===== src/rtl/decode_stage.sv =====
// decode_stage: RV32/RV64 instruction decode with a main + skid output buffer.
// Decoded fields are computed from in_inst on accept and held in registers.

`ifndef TYPE_R
`define TYPE_R 3'd0
`define TYPE_I 3'd1
`define TYPE_S 3'd2
`define TYPE_B 3'd3
`define TYPE_U 3'd4
`define TYPE_J 3'd5
`endif

module decode_stage #(
   parameter int unsigned XLEN    = 32,
   parameter int unsigned SHAMT_W = (XLEN == 64) ? 6 : 5
) (
   input  logic               clk,
   input  logic               rst,
   input  logic               in_valid,
   output logic               in_ready,
   input  logic [31:0]        in_inst,
   input  logic [XLEN-1:0]    in_pc,
   input  logic               flush,
   output logic               out_valid,
   input  logic               out_ready,
   output logic [XLEN-1:0]    out_pc,
   output logic [6:0]         out_opcode,
   output logic [4:0]         out_rd,
   output logic [4:0]         out_rs,
   output logic [4:0]         out_rs2,
   output logic [2:0]         out_funct3,
   output logic [6:0]         out_funct7,
   output logic [XLEN-1:0]    out_imm,
   output logic [SHAMT_W-1:0] out_shamt,
   output logic [2:0]         out_opcode_type,
   output logic               out_is_r_type,
   output logic               out_is_load,
   output logic               out_is_store,
   output logic               out_is_writeback,
   output logic               out_use_adder,
   output logic               out_illegal
);

   localparam logic [6:0] OPC_LUI       = 7'b0110111;
   localparam logic [6:0] OPC_AUIPC     = 7'b0010111;
   localparam logic [6:0] OPC_OP        = 7'b0110011;
   localparam logic [6:0] OPC_OP_IMM    = 7'b0010011;
   localparam logic [6:0] OPC_JAL       = 7'b1101111;
   localparam logic [6:0] OPC_JALR      = 7'b1100111;
   localparam logic [6:0] OPC_BRANCH    = 7'b1100011;
   localparam logic [6:0] OPC_LOAD      = 7'b0000011;
   localparam logic [6:0] OPC_STORE     = 7'b0100011;
   localparam logic [6:0] OPC_MISC_MEM  = 7'b0001111;
   localparam logic [6:0] OPC_SYSTEM    = 7'b1110011;
   localparam logic [6:0] OPC_OP_IMM_32 = 7'b0011011;
   localparam logic [6:0] OPC_OP_32     = 7'b0111011;

   typedef struct packed {
      logic [XLEN-1:0]    pc;
      logic [6:0]         opcode;
      logic [4:0]         rd;
      logic [4:0]         rs;
      logic [4:0]         rs2;
      logic [2:0]         funct3;
      logic [6:0]         funct7;
      logic [XLEN-1:0]    imm;
      logic [SHAMT_W-1:0] shamt;
      logic [2:0]         otype;
      logic               is_r_type;
      logic               is_load;
      logic               is_store;
      logic               is_writeback;
      logic               use_adder;
      logic               illegal;
   } dec_t;

   dec_t r_main, r_skid;
   logic r_main_valid, r_skid_valid, r_in_ready;

   dec_t w_dec, w_main_nxt, w_skid_nxt;
   logic w_main_valid_nxt, w_skid_valid_nxt, w_in_ready_nxt;
   logic w_accept, w_main_fire;
   logic [XLEN-1:0] w_imm_i, w_imm_s, w_imm_b, w_imm_u, w_imm_j;

   // Sign-extended immediates for each encoding format
   assign w_imm_i = XLEN'($signed(in_inst[31:20]));
   assign w_imm_s = XLEN'($signed({in_inst[31:25], in_inst[11:7]}));
   assign w_imm_b = XLEN'($signed({in_inst[31], in_inst[7], in_inst[30:25], in_inst[11:8], 1'b0}));
   assign w_imm_u = XLEN'($signed({in_inst[31:12], 12'b0}));
   assign w_imm_j = XLEN'($signed({in_inst[31], in_inst[19:12], in_inst[20], in_inst[30:21], 1'b0}));

   // Decode the incoming instruction word into the buffered payload
   always_comb begin
      w_dec        = '0;
      w_dec.pc     = in_pc;
      w_dec.opcode = in_inst[6:0];
      w_dec.rd     = in_inst[11:7];
      w_dec.funct3 = in_inst[14:12];
      w_dec.rs     = in_inst[19:15];
      w_dec.rs2    = in_inst[24:20];
      w_dec.funct7 = in_inst[31:25];
      w_dec.shamt  = in_inst[20 +: SHAMT_W];
      w_dec.otype  = `TYPE_I;
      case (in_inst[6:0])
         OPC_LUI, OPC_AUIPC: begin
            w_dec.is_writeback = 1'b1;
            w_dec.otype        = `TYPE_U;
            w_dec.imm          = w_imm_u;
         end
         OPC_OP: begin
            w_dec.is_writeback = 1'b1;
            w_dec.otype        = `TYPE_R;
         end
         OPC_OP_IMM: begin
            w_dec.is_writeback = 1'b1;
            w_dec.imm          = w_imm_i;
         end
         OPC_JAL: begin
            w_dec.is_writeback = 1'b1;
            w_dec.use_adder    = 1'b1;
            w_dec.otype        = `TYPE_J;
            w_dec.imm          = w_imm_j;
         end
         OPC_JALR: begin
            w_dec.is_writeback = 1'b1;
            w_dec.use_adder    = 1'b1;
            w_dec.imm          = w_imm_i;
         end
         OPC_BRANCH: begin
            w_dec.use_adder = 1'b1;
            w_dec.otype     = `TYPE_B;
            w_dec.imm       = w_imm_b;
         end
         OPC_LOAD: begin
            w_dec.is_load      = 1'b1;
            w_dec.is_writeback = 1'b1;
            w_dec.use_adder    = 1'b1;
            w_dec.imm          = w_imm_i;
         end
         OPC_STORE: begin
            w_dec.is_store  = 1'b1;
            w_dec.use_adder = 1'b1;
            w_dec.otype     = `TYPE_S;
            w_dec.imm       = w_imm_s;
         end
         OPC_MISC_MEM, OPC_SYSTEM: begin
            w_dec.imm = w_imm_i;
         end
         OPC_OP_IMM_32: begin
            if (XLEN == 64) begin
               w_dec.is_writeback = 1'b1;
               w_dec.imm          = w_imm_i;
            end else begin
               w_dec.illegal = 1'b1;
            end
         end
         OPC_OP_32: begin
            if (XLEN == 64) begin
               w_dec.is_writeback = 1'b1;
               w_dec.otype        = `TYPE_R;
            end else begin
               w_dec.illegal = 1'b1;
            end
         end
         default: w_dec.illegal = 1'b1;
      endcase
      w_dec.is_r_type = (w_dec.otype == `TYPE_R);
   end

   assign w_accept    = in_valid & r_in_ready;
   assign w_main_fire = r_main_valid & out_ready;

   // Main/skid next-state: flush wins, then skid->main move, then accept
   always_comb begin
      w_main_nxt       = r_main;
      w_skid_nxt       = r_skid;
      w_main_valid_nxt = r_main_valid;
      w_skid_valid_nxt = r_skid_valid;
      if (flush) begin
         w_main_valid_nxt = 1'b0;
         w_skid_valid_nxt = 1'b0;
      end else if (w_main_fire && r_skid_valid) begin
         w_main_nxt       = r_skid;
         w_skid_valid_nxt = 1'b0;
      end else if (w_accept && (!r_main_valid || w_main_fire)) begin
         w_main_nxt       = w_dec;
         w_main_valid_nxt = 1'b1;
      end else if (w_accept) begin
         w_skid_nxt       = w_dec;
         w_skid_valid_nxt = 1'b1;
      end else if (w_main_fire) begin
         w_main_valid_nxt = 1'b0;
      end
      w_in_ready_nxt = ~w_skid_valid_nxt;
   end

   // Buffer registers with synchronous reset
   always_ff @(posedge clk) begin
      if (rst) begin
         r_main       <= '0;
         r_skid       <= '0;
         r_main_valid <= 1'b0;
         r_skid_valid <= 1'b0;
         r_in_ready   <= 1'b0;
      end else begin
         r_main       <= w_main_nxt;
         r_skid       <= w_skid_nxt;
         r_main_valid <= w_main_valid_nxt;
         r_skid_valid <= w_skid_valid_nxt;
         r_in_ready   <= w_in_ready_nxt;
      end
   end

   assign in_ready         = r_in_ready;
   assign out_valid        = r_main_valid;
   assign out_pc           = r_main.pc;
   assign out_opcode       = r_main.opcode;
   assign out_rd           = r_main.rd;
   assign out_rs           = r_main.rs;
   assign out_rs2          = r_main.rs2;
   assign out_funct3       = r_main.funct3;
   assign out_funct7       = r_main.funct7;
   assign out_imm          = r_main.imm;
   assign out_shamt        = r_main.shamt;
   assign out_opcode_type  = r_main.otype;
   assign out_is_r_type    = r_main.is_r_type;
   assign out_is_load      = r_main.is_load;
   assign out_is_store     = r_main.is_store;
   assign out_is_writeback = r_main.is_writeback;
   assign out_use_adder    = r_main.use_adder;
   assign out_illegal      = r_main.illegal;

endmodule


===== config.mk =====
export PLATFORM = sky130hd
export DESIGN_NAME = decode_stage
export DESIGN_NICKNAME = d
export VERILOG_FILES = /design/src/rtl/decode_stage.sv
export SDC_FILE = /design/constraint.sdc
export NUM_CORES = 1
export LEC_CHECK = 0
export BUFFER_PORTS_ARGS = -buffer_cell sky130_fd_sc_hd__buf_2
export CAP_MARGIN = 10
export CORE_MARGIN = 10
export CORE_UTILIZATION = 45
export DETAILED_ROUTE_END_ITERATION = 12
export GPL_ROUTABILITY_DRIVEN = 0
export GPL_TIMING_DRIVEN = 0
export HOLD_SLACK_MARGIN = 0.02
export PLACE_DENSITY_LB_ADDON = 0.08
export SYNTH_ARGS = -nofsm -noshare
export SYNTH_HDL_FRONTEND = slang
export SYNTH_SLANG_ARGS = --single-unit

===== constraint.sdc =====
create_clock -name clk -period 3.4 [get_ports clk]
set_input_delay 0.68 -clock clk [delete_from_list [all_inputs] [get_ports clk]]
set_output_delay 0.68 -clock clk [all_outputs]
set_load 0.01 [all_outputs]

# After elaboration in Yosys (flattened, before gate mapping)
# Cells that the tools add are included.
[totals] reg_bits=218 inputBits=69 wordCells=84
[classes] bitwise_logic=6 mux=16 n_eq_ne=12 n_reduce_logical=16
[op_table] cell="2-to-1 mux 110 bit" count=2
[op_table] cell="one-hot mux 32 bit (5 select lines)" count=1
[op_table] cell="equality test 7 bit (second input constant)" count=4
[op_table] cell="equality test 7 x 6 -> 1 bit (second input constant)" count=3
[op_table] cell="one-hot mux 3 bit (5 select lines)" count=1
[op_table] cell="equality test 7 x 5 -> 1 bit (second input constant)" count=2
[op_table] cell="2-to-1 mux 1 bit" count=12
[op_table] cell="OR reduction 11 bit" count=1
[op_table] cell="OR reduction 5 bit" count=2
[op_table] cell="equality test 7 x 2 -> 1 bit (second input constant)" count=1
[op_table] cell="equality test 7 x 4 -> 1 bit (second input constant)" count=1
[op_table] cell="OR reduction 7 bit" count=1
[op_table] cell="inverter 1 bit" count=4
[op_table] cell="AND reduction 4 bit" count=1
[op_table] cell="nonzero test 2 bit" count=2
[op_table] cell="OR reduction 2 bit" count=2
[op_table] cell="logical NOT 3 bit" count=1
[op_table] cell="AND reduction 3 bit" count=1
[op_table] cell="AND 1 bit" count=2
[op_table] cell="logical AND 1 bit" count=2
[op_table] cell="inequality test 2 x 1 -> 1 bit (second input constant)" count=1
[op_table] cell="AND reduction 2 bit" count=1
[op_table] cell="logical NOT 1 bit" count=1
[op_table] cell="logical OR 1 bit" count=1

# Logic depth before layout (Yosys ltp)
# Gate-level depths: netlist of run 1.
[depth] word_depth=7 depth_mapped=8 ltp_nobuf=5

# Worst setup path before layout of run 1
# No wires, ideal clock.
[synth_timing] path_kind="input to register" startpoint="in flush" endpoint="reg r_skid[26] (netlist name)" cell_stages=6 setup_ns=0.131 arrival_time_ns=1.901 slack_ns=1.368 cell_sequence="clkbuf_1 or3_1 clkbuf_1 buf_2 nor2_1 a21oi_1"
[synth_via] elab_chain_cells=2
[synth_lines] item="from (decl)" line="23" rtl="input logic flush,"
[synth_lines] item="inverter 1 bit (no line)"
[synth_lines] item="AND reduction 4 bit (no line)"
[synth_lines] item="to (signal assigned)" line="207" rtl="r_skid <= w_skid_nxt;"
[synth_lines] item="to (decl)" line="77" rtl="dec_t r_main, r_skid;"
# No other way between the ends.
# A chain may end at the register's enable or synchronous reset.

# Worst setup path in the final report of run 1
[layout_timing] startpoint="reg r_in_ready, in the netlist in_ready" endpoint="reg r_main (netlist bit out_pc[17])"
[layout_via] elab_chain_cells=4
[layout_lines] item="from (decl)" line="78" rtl="logic r_main_valid, r_skid_valid, r_in_ready;"
[layout_lines] item="from (signal assigned)" line="210" rtl="r_in_ready <= w_in_ready_nxt;"
[layout_lines] item="AND 1 bit" line="170" rtl="assign w_accept = in_valid & r_in_ready;"
[layout_lines] item="logical AND 1 bit" line="185" rtl="end else if (w_accept && (!r_main_valid || w_main_fire)) begin"
[layout_lines] item="nonzero test 2 bit (no line)"
[layout_lines] item="AND reduction 2 bit (no line)"
[layout_lines] item="to (signal assigned)" line="206" rtl="r_main <= w_main_nxt;"
[layout_lines] item="to (decl)" line="77"
# No other way between the ends.

==> results of run 1 <==
cells by family (layout without fill, tap and decap cells):
logic type | Yosys count | in the layout | share of synthesized area
compound gates | 323 | 323 | 0.2428
xor+xnor | 1 | 1 | 0.001012
buf+inv | 111 | 326 | 0.05495
flops | 213 | 213 | 0.4928
simple gates | 453 | 453 | 0.2084
cell type report:
class                           instances  area (um^2)
Buffer                                107        460.4
Clock buffer                           33        653.1
Clock inverter                          8        71.32
Fill cell                            1873         8258
Inverter                                4        15.01
Multi-Input combinational cell        777         3913
Sequential cell                       213         4264
Tap cell                              260        325.3
Timing Repair Buffer                  174        870.8
per-layer routing:
metal / up-vias / GRT usage
met1: 4074 / 0.2947
met4: 2 / 0.08028
met2: 311 / 0.3585
met5: - / 0
li1: 4252 / -
met3: 60 / 0.05208
synthesized netlist by cell type, types with 2 or more instances:
library cell,n,area share
a21oi_1,113,0.065
o211ai_1,4,0.0035
or3_1,2,0.0014
a211oi_1,10,0.0087
buf_1,2,0.00087
nor3_1,9,0.0052
a22o_1,6,0.0061
a311oi_1,64,0.065
buf_2,26,0.015
inv_1,4,0.0017
nor4_1,4,0.0029
o21ai_0,71,0.041
dfxtp_1,213,0.49
and3_1,5,0.0036
nor2_1,91,0.039
nand2b_1,7,0.0051
o2111ai_1,2,0.0020
a32oi_1,3,0.0030
a31oi_1,3,0.0022
a22oi_1,5,0.0043
buf_4,7,0.0061
nand3_1,4,0.0023
clkbuf_1,72,0.031
nor2b_1,3,0.0022
a221oi_1,32,0.032
and4_1,2,0.0020
nand2_1,319,0.14
and2_1,4,0.0029
path summary, 6_finish.rpt:
kind	start	to	slack (ns)	cells past startpoint
worst min-delay path	in_pc[28]	r_skid[106]	0.41	3
worst max register to register	in_ready	out_pc[17]	0.72	5
worst min register to register	r_skid[83]	r_skid[83]	0.45	2
worst max-delay path	in_ready	out_pc[17]	0.72	5
registers in the layout (all words and copies together) (netlist names), 3 cells and up:
signal	cells
out_funct7	7
out_pc	32
out_opcode	7
out_funct3	3
out_imm	32
out_rs2	5
out_rd	5
out_rs	5
r_skid	105
out_opcode_type	3
critical path, stage by stage (launching register included):
cell and delay (ns):
dfxtp_1 0.39, nand2_1 0.17, a211oi_2 0.97, buf_2 0.42, clkbuf_1 0.42, a311oi_1 0.15
metrics by stage:
step	setup WS, ns	power (mW)	instance area (um^2)	hold WS [ns]
2_1_floorplan	1.368	2.903	8652	0.4154
3_3_place_gp	0.4152	3.123	9848	0.4271
3_5_place_dp	0.4148	3.125	9848	0.4331
4_1_cts	0.7937	5.534	10570	0.4047
5_1_grt	0.5692	5.694	10570	0.4225
6_report	0.7182	5.496	10570	0.4081
power breakdown:
part           internal [mW]  switching, mW
Combinational          0.168          0.300
Clock                   1.41           1.01
Sequential              2.57         0.0378
==> impl_metrics.py, run 1 <==
metrics = {
    "logic_synthesis": {
        "synth_area_um2": 8652,
        "yosysUniqueCellTypes": 42,
        "syn_inst": 1101,
        "syn_avg_cell_area_um2": 7.858,
        "yosysWarnings": 0,
        "async_flop_share": 0,
        "ys_seq_area_frac": 0.4928,
        "synth_edf_count": 0,
        "synth_seq_cells": 213,
        "ys.flop_type": "dfxtp_1",
        "syn_nets": 1170,
    },
    "floorplan": {
        "die_x_um": 158.7,
        "coreArea_um2": 18830,
        "die_height_um": 158.7,
        "row_count": 50,
        "ios": 181,
        "die_area_um2": 25170,
        "start_util": 0.4595,
    },
    "grt": {
        "grt_use_total": 0.2260,
        "grt_pass1_wl_mm": 45.44,
        "first_global_vias": 8284,
        "grt_max_degree": 14,
        "antenna_found_initial": 1,
        "grt_overflow": 0,
    },
    "sta": {
        "period_share": 0.7888,
        "maxSlewHeadroom": 0.2524,
        "hold_viol": 0,
        "fin_setup_tns_ns": 0,
        "fmax_mhz": 372.9,
        "rsz0062_at_grt": "no",
        "clock-skew-final_ns": 0.01871,
        "setup_violations": 0,
        "fin_crit_ns": 2.682,
        "drv_slew": 0,
        "worst_pin_slew_ns": 1.119,
    },
    "run": {
        "cap_violations": 0,
    },
    "routing": {
        "highest_layer": "met5",
        "wl_met3_mm": 2.363,
        "wl_per_cell_um": 18.66,
        "dr.pass1.iters": 5,
        "totalWireLength_mm": 29.41,
        "vias": 8699,
        "wl_met2_mm": 13.41,
        "drt_iter0_drc": 551,
        "vias_per_cell": 5.520,
        "drc": 0,
        "ant_nets": 0,
        "wl_met1_mm": 12.67,
    },
    "hold_path": {
        "hp-class": "in -> reg",
    },
    "run_status": {
        "outcome": "completed",
    },
    "final_layout": {
        "drive_above_1_share": 0.1862,
        "layout_common_cells": "nand2_1 (319), dfxtp_1 (213), buf_2 (200)",
        "final_common_cell": "nand2_1",
        "diodes": 0,
        "utilization": 0.5615,
        "layout.cells.non_filler": 1576,
        "syn_to_final_growth_pct": 22.20,
        "final_nets": 1369,
    },
    "cts": {
        "cts_root_buf": "clkbuf_16",
        "cts_sinks": 213,
        "cts_buffers": 23,
        "cts_tree": "done",
        "clockBufferDepth": 3,
        "clk_pin_slew_worst_paths_ns": 0.06,
        "clk_latency_ns": 0.52,
        "post_cts_resized": 0,
        "cts_setup_buffers": 0,
        "htree_levels": 1,
        "hold_buffers": 0,
    },
    "place": {
        "dp_hpwl_mm": 21.13,
        "port_buffers": 174,
        "placed_cells": 1535,
    },
    "worst_setup_path": {
        "cp_max_fo": 10,
        "worst_setup_path_end_kind": "flip-flop",
        "critPathRequiredTime_ns": 3.76,
        "critPathLaunchType": "flip-flop",
        "crit_type": "reg -> reg",
        "crit_arrival_ns": 3.04,
    },
    "pwr": {
        "peakVddDrop_v": 0.0003823,
        "power.density_nw_per_um2": 519.8,
        "p_leak_nw": 4.183,
    },
}
(Power assumes the default switching activity.)
==> run 2: changes to the inputs <==
- ABC_AREA: unset -> 1
- clock period: 3.4 -> 2.4 ns (I/O delays scaled with it)
==> run 2 against run 1 <==
Effect of this change:
- worst hold slack worse by 0.20 ns
- combinational power is 31% higher
- wire length is 2.3% higher
- global-route usage is 0.24 points lower
- critical endpoint is now out_funct7[2]
- first-iteration DRC count is 26% higher
- largest power group unchanged
- largest cell class unchanged
- power is 41% higher
==> impl_metrics.py, run 2 <==
metrics = {
    "routing": {
        "vias_per_cell": 5.300,
        "drc": 0,
        "wl_met1_mm": 13.93,
        "drt_iter0_drc": 694,
        "dr.pass1.iters": 5,
        "highest_layer": "met4",
        "ant_nets": 0,
        "wl_met2_mm": 13.22,
        "wl_per_cell_um": 17.99,
        "wl_met3_mm": 2.369,
        "vias": 8856,
        "totalWireLength_mm": 30.07,
    },
    "floorplan": {
        "die_area_um2": 25720,
        "die_x_um": 160.4,
        "ios": 181,
        "die_height_um": 160.4,
        "row_count": 51,
        "start_util": 0.4570,
        "coreArea_um2": 19400,
    },
    "logic_synthesis": {
        "synth_edf_count": 0,
        "syn_inst": 1189,
        "yosysTopAreaCellShare": 0.4809,
        "syn_avg_cell_area_um2": 7.457,
        "syn_nets": 1258,
        "synth.area.top_cells": "dfxtp_1 (48%), o21ai_0 (12%), nand2_1 (9.5%), nor2_1 (6.5%), a21oi_1 (5.6%)",
        "ys_seq_area_frac": 0.4809,
        "synth.most_common_cell": "nand2_1",
        "synth_area_um2": 8866,
        "yosysWarnings": 0,
        "synth_top_cell_by_area": "dfxtp_1",
        "yosys-top-cells-count": "nand2_1 (225), dfxtp_1 (213), o21ai_0 (208), nor2_1 (154), a21oi_1 (99)",
        "synth_seq_cells": 213,
        "yosysUniqueCellTypes": 34,
        "ys.flop_type": "dfxtp_1",
        "async_flop_share": 0,
    },
    "pwr": {
        "power.density_nw_per_um2": 715.9,
        "p_leak_nw": 5.150,
        "total_power_mw": 7.728,
        "peakVddDrop_v": 0.0006422,
    },
    "grt": {
        "grt_pass1_wl_mm": 47.67,
        "grt_max_degree": 14,
        "first_global_vias": 8811,
        "grt_use_total": 0.2236,
        "antenna_found_initial": 0,
        "grt_overflow": 0,
    },
    "place": {
        "dp_hpwl_mm": 21.53,
        "port_buffers": 176,
        "placed_cells": 1630,
        "place_ws_ns": 0.02395,
    },
    "sta": {
        "maxSlewHeadroom": 0.5154,
        "setup_violations": 0,
        "fin_crit_ns": 2.172,
        "clock-skew-final_ns": 0.005490,
        "worst_pin_slew_ns": 0.7268,
        "fin_setup_tns_ns": 0,
        "hold_ws_ns": 0.2111,
        "period_share": 0.9052,
        "drv_slew": 0,
        "hold_viol": 0,
        "fmax_mhz": 460.3,
        "worst_slack_ns": 0.2275,
        "rsz0062_at_grt": "no",
    },
    "final_layout": {
        "final_nets": 1459,
        "final_common_cell": "nand2_1",
        "largest_reg_flops": 105,
        "fillers": 1987,
        "layout_common_cells": "nand2_1 (225), dfxtp_1 (213), o21ai_0 (208)",
        "diodes": 0,
        "drive_above_1_share": 0.2063,
        "layout.cells.non_filler": 1671,
        "syn_to_final_growth_pct": 21.76,
        "top_register": "r_skid",
    },
    "cts": {
        "cts_tree": "done",
        "clockBufferDepth": 3,
        "post_cts_resized": 0,
        "clk_pin_slew_worst_paths_ns": 0.06,
        "cts_root_buf": "clkbuf_16",
        "htree_levels": 1,
        "clk_latency_ns": 0.51,
        "cts_buffers": 23,
        "cts_setup_buffers": 0,
        "cts_sinks": 213,
        "hold_buffers": 0,
    },
    "worst_setup_path": {
        "crit_type": "reg -> reg",
        "critPathLaunchType": "flip-flop",
        "critPathRequiredTime_ns": 2.78,
        "worst_setup_path_end_kind": "flip-flop",
        "crit_arrival_ns": 2.55,
        "cp_max_fo": 10,
    },
    "run_status": {
        "outcome": "completed",
    },
    "hold_path": {
        "hp-class": "in -> reg",
    },
    "run": {
        "cap_violations": 0,
    },
}
==> run 2: worst paths after layout <==
check | slack, ns | from | cells past startpoint | endpoint
setup reg to reg | 0.23 | in_ready | 7 | out_funct7[2]
hold / removal | 0.21 | flush | 2 | out_valid
setup / recovery | 0.23 | in_ready | 7 | out_funct7[2]
hold reg to reg | 0.47 | out_is_store | 2 | out_is_store
==> run 2: worst max-delay path: stages (launching register included) <==
cell and delay (ns):
dfxtp_1 0.34, nand2_1 0.10, nand2_1 0.08, nand3_1 0.26, inv_2 0.26, clkbuf_1 0.54, buf_2 0.35, a31oi_1 0.12
==> run 2: area by class of cell <==
cell class	count	area, um^2	share of cell area
Clock inverter	7	60.06	0.005563
Timing Repair Buffer	176	880.8	0.08159
Clock buffer	34	656.9	0.06085
Sequential cell	213	4264	0.3950
Buffer	102	469.2	0.04346
Inverter	43	161.4	0.01495
Tap cell	265	331.6	0.03071
Multi-Input combinational cell	831	3971	0.3679
==> run 2: power breakdown <==
group	internal [mW]	total (mW)	switching, mW
Clock	2.00	3.43	1.43
Sequential	3.64	3.69	0.0521
Combinational	0.217	0.613	0.396
Total	5.85	7.73	1.88
==> run 2: layer usage <==
layer | vias to the layer above | global-route usage
met5 | - | 0
met4 | 0 | 0.05593
met3 | 42 | 0.05138
met2 | 300 | 0.3520
met1 | 4119 | 0.3030
li1 | 4395 | -
==> run 2: cells by family (layout without fill, tap and decap cells) <==
| kind of cell | after synthesis | after routing | share of synthesized area |
|---|---|---|---|
| compound gates | 398 | 398 | 0.2417 |
| buf+inv | 145 | 362 | 0.07113 |
| flops | 213 | 213 | 0.4809 |
| simple gates | 433 | 433 | 0.2062 |
==> run 2: stage by stage <==
step / util / instance area (um^2)
after global routing: 0.5565 / 10800
after floorplan: - / 8866
after global placement: 0.5195 / 10080
after CTS: 0.5565 / 10800
final: 0.5565 / 10800
after detailed placement: 0.5195 / 10080
==> run 3: changes to the inputs <==
- CORE_UTILIZATION: 45 -> 49
==> run 3 against run 2 <==
Effect of this change:
- die area decreased by 7.2%
- critical path depth is the same
- wire length down 2.1%
- via count up 1.4%
- sequential share of layout area increased by 0.11 points
- power increased by 0.62%
- core utilization is 4.5 points higher
- clock skew grew 0.0071 ns
- worst hold slack worse by 0.010 ns
- sequential cell count unchanged
- worst setup slack lost 0.047 ns
- non-clock buffer count is the same
- critical path type unchanged
- highest routed layer unchanged
==> impl_metrics.py, run 3 (synthesis results as in run 2) <==
metrics = {
    "routing": {
        "totalWireLength_mm": 29.42,
        "dr.pass1.iters": 5,
        "wl_per_cell_um": 18.00,
        "drt_iter0_drc": 733,
        "ant_nets": 0,
        "vias": 8976,
        "drc": 0,
        "vias_per_cell": 5.490,
    },
    "cts": {
        "cts_root_buf": "clkbuf_16",
        "cts_buffers": 23,
        "clockBufferDepth": 3,
        "clk_pin_slew_worst_paths_ns": 0.06,
        "cts_setup_buffers": 0,
        "post_cts_resized": 0,
        "cts_sinks": 213,
        "clk_latency_ns": 0.51,
        "cts_tree": "done",
        "hold_buffers": 0,
        "htree_levels": 1,
    },
    "floorplan": {
        "die_height_um": 154.5,
        "die_x_um": 154.5,
        "coreArea_um2": 17900,
        "row_count": 49,
        "start_util": 0.4952,
        "ios": 181,
        "die_area_um2": 23870,
    },
    "sta": {
        "worst_pin_slew_ns": 0.6747,
        "rsz0062_at_grt": "no",
        "hold_viol": 0,
        "hold_ws_ns": 0.2009,
        "setup_violations": 0,
        "clock-skew-final_ns": 0.01258,
        "period_share": 0.9249,
        "fin_crit_ns": 2.220,
        "worst_slack_ns": 0.1803,
        "fmax_mhz": 450.5,
        "maxSlewHeadroom": 0.5502,
        "drv_slew": 0,
    },
    "hold_path": {
        "hp-class": "in -> reg",
    },
    "final_layout": {
        "layout_common_cells": "nand2_1 (225), dfxtp_1 (213), o21ai_0 (208)",
        "syn_to_final_growth_pct": 21.44,
        "final_nets": 1459,
        "final_common_cell": "nand2_1",
        "diodes": 0,
        "drive_above_1_share": 0.2084,
        "largest_reg_flops": 105,
        "top_register": "r_skid",
    },
    "worst_setup_path": {
        "crit_path_max_incr_delay_ns": 0.55,
        "critPathLaunchType": "flip-flop",
        "crit_slowest_cell": "clkbuf_1",
        "crit_path_cell_trace": "nand2_1, nand2_1, nand3_1, inv_2, clkbuf_1, buf_2, a31oi_1",
        "critPathRequiredTime_ns": 2.78,
        "crit_type": "reg -> reg",
        "cp_max_fo": 10,
        "worst_setup_path_end_kind": "flip-flop",
        "crit_arrival_ns": 2.60,
        "crit_top_cell": "nand2_1",
    },
    "run": {
        "cap_violations": 0,
    },
    "pwr": {
        "power.density_nw_per_um2": 722.3,
        "peakVddDrop_v": 0.0005243,
        "p_leak_nw": 5.162,
    },
    "grt": {
        "grt_overflow": 0,
        "grt_pass1_wl_mm": 46.17,
        "grt_use_total": 0.2347,
        "first_global_vias": 8420,
        "antenna_found_initial": 0,
        "grt_max_degree": 14,
    },
    "place": {
        "place_ws_ns": -0.05408,
        "port_buffers": 176,
        "dp_hpwl_mm": 20.96,
    },
    "run_status": {
        "outcome": "completed",
    },
}
run 3: changes by cell type in the layout (fill, tap and decap cells not counted):
cell	before	now
clkbuf_1	69	66
clkbuf_8	4	5
clkinv_2	6	7
inv_6	0	1
run 3: layer usage:
metal / vias up / wire [um] / part of all wire / track usage
met5: - / 0 / 0 / 0
met4: 0 / 691 / 0.023 / 0.06928
li1: 4401 / - / - / -
met2: 336 / 13050 / 0.44 / 0.3602
met1: 4187 / 13160 / 0.45 / 0.3205
met3: 52 / 2518 / 0.086 / 0.05491
run 3: final cells by class:
type / instances / area [um^2]
fillers: 1702 / 7136
flip-flops and latches: 213 / 4264
multi-input cells: 831 / 3971
repair buffers: 176 / 880.8
clock buffers: 32 / 659.4
plain buffers: 102 / 469.2
well taps: 229 / 286.5
inverters: 43 / 161.4
clock inverters: 9 / 73.82
run 3: per-stage QoR:
step / TNS (ns) / cell area (um^2) / utilization / power [mW] / cells
2_1_floorplan: 0 / 8866 / - / 4.067 / 1189
3_3_place_gp: -0.2794 / 10030 / 0.5605 / 4.366 / 1594
3_5_place_dp: -0.3280 / 10030 / 0.5605 / 4.370 / 1594
4_1_cts: 0 / 10770 / 0.6014 / 7.798 / 1635
5_1_grt: 0 / 10770 / 0.6014 / 8.041 / 1635
6_report: 0 / 10770 / 0.6014 / 7.777 / 1635
run 3: critical path, delay by kind of cell, from the launching register on:
kind | cells | cell delay (ns)
AND/OR/NAND/NOR | 3 | 0.42
buffers and inverters | 3 | 1.17
flip-flops | 1 | 0.37
AO/OA/AOI/OAI | 1 | 0.12
run 3: path summary, 6_finish.rpt:
path | endpoint | cells after the start | slack (ns) | startpoint
max | out_funct7[2] | 7 | 0.18 | out_valid
min | r_skid_valid | 2 | 0.20 | flush
max reg2reg | out_funct7[2] | 7 | 0.18 | out_valid
min reg2reg | out_is_store | 2 | 0.47 | out_is_store
run 3: where the power goes:
group / internal (mW) / switching (mW)
Sequential: 3.64 / 0.0517
Combinational: 0.217 / 0.395
Clock: 2.03 / 1.45
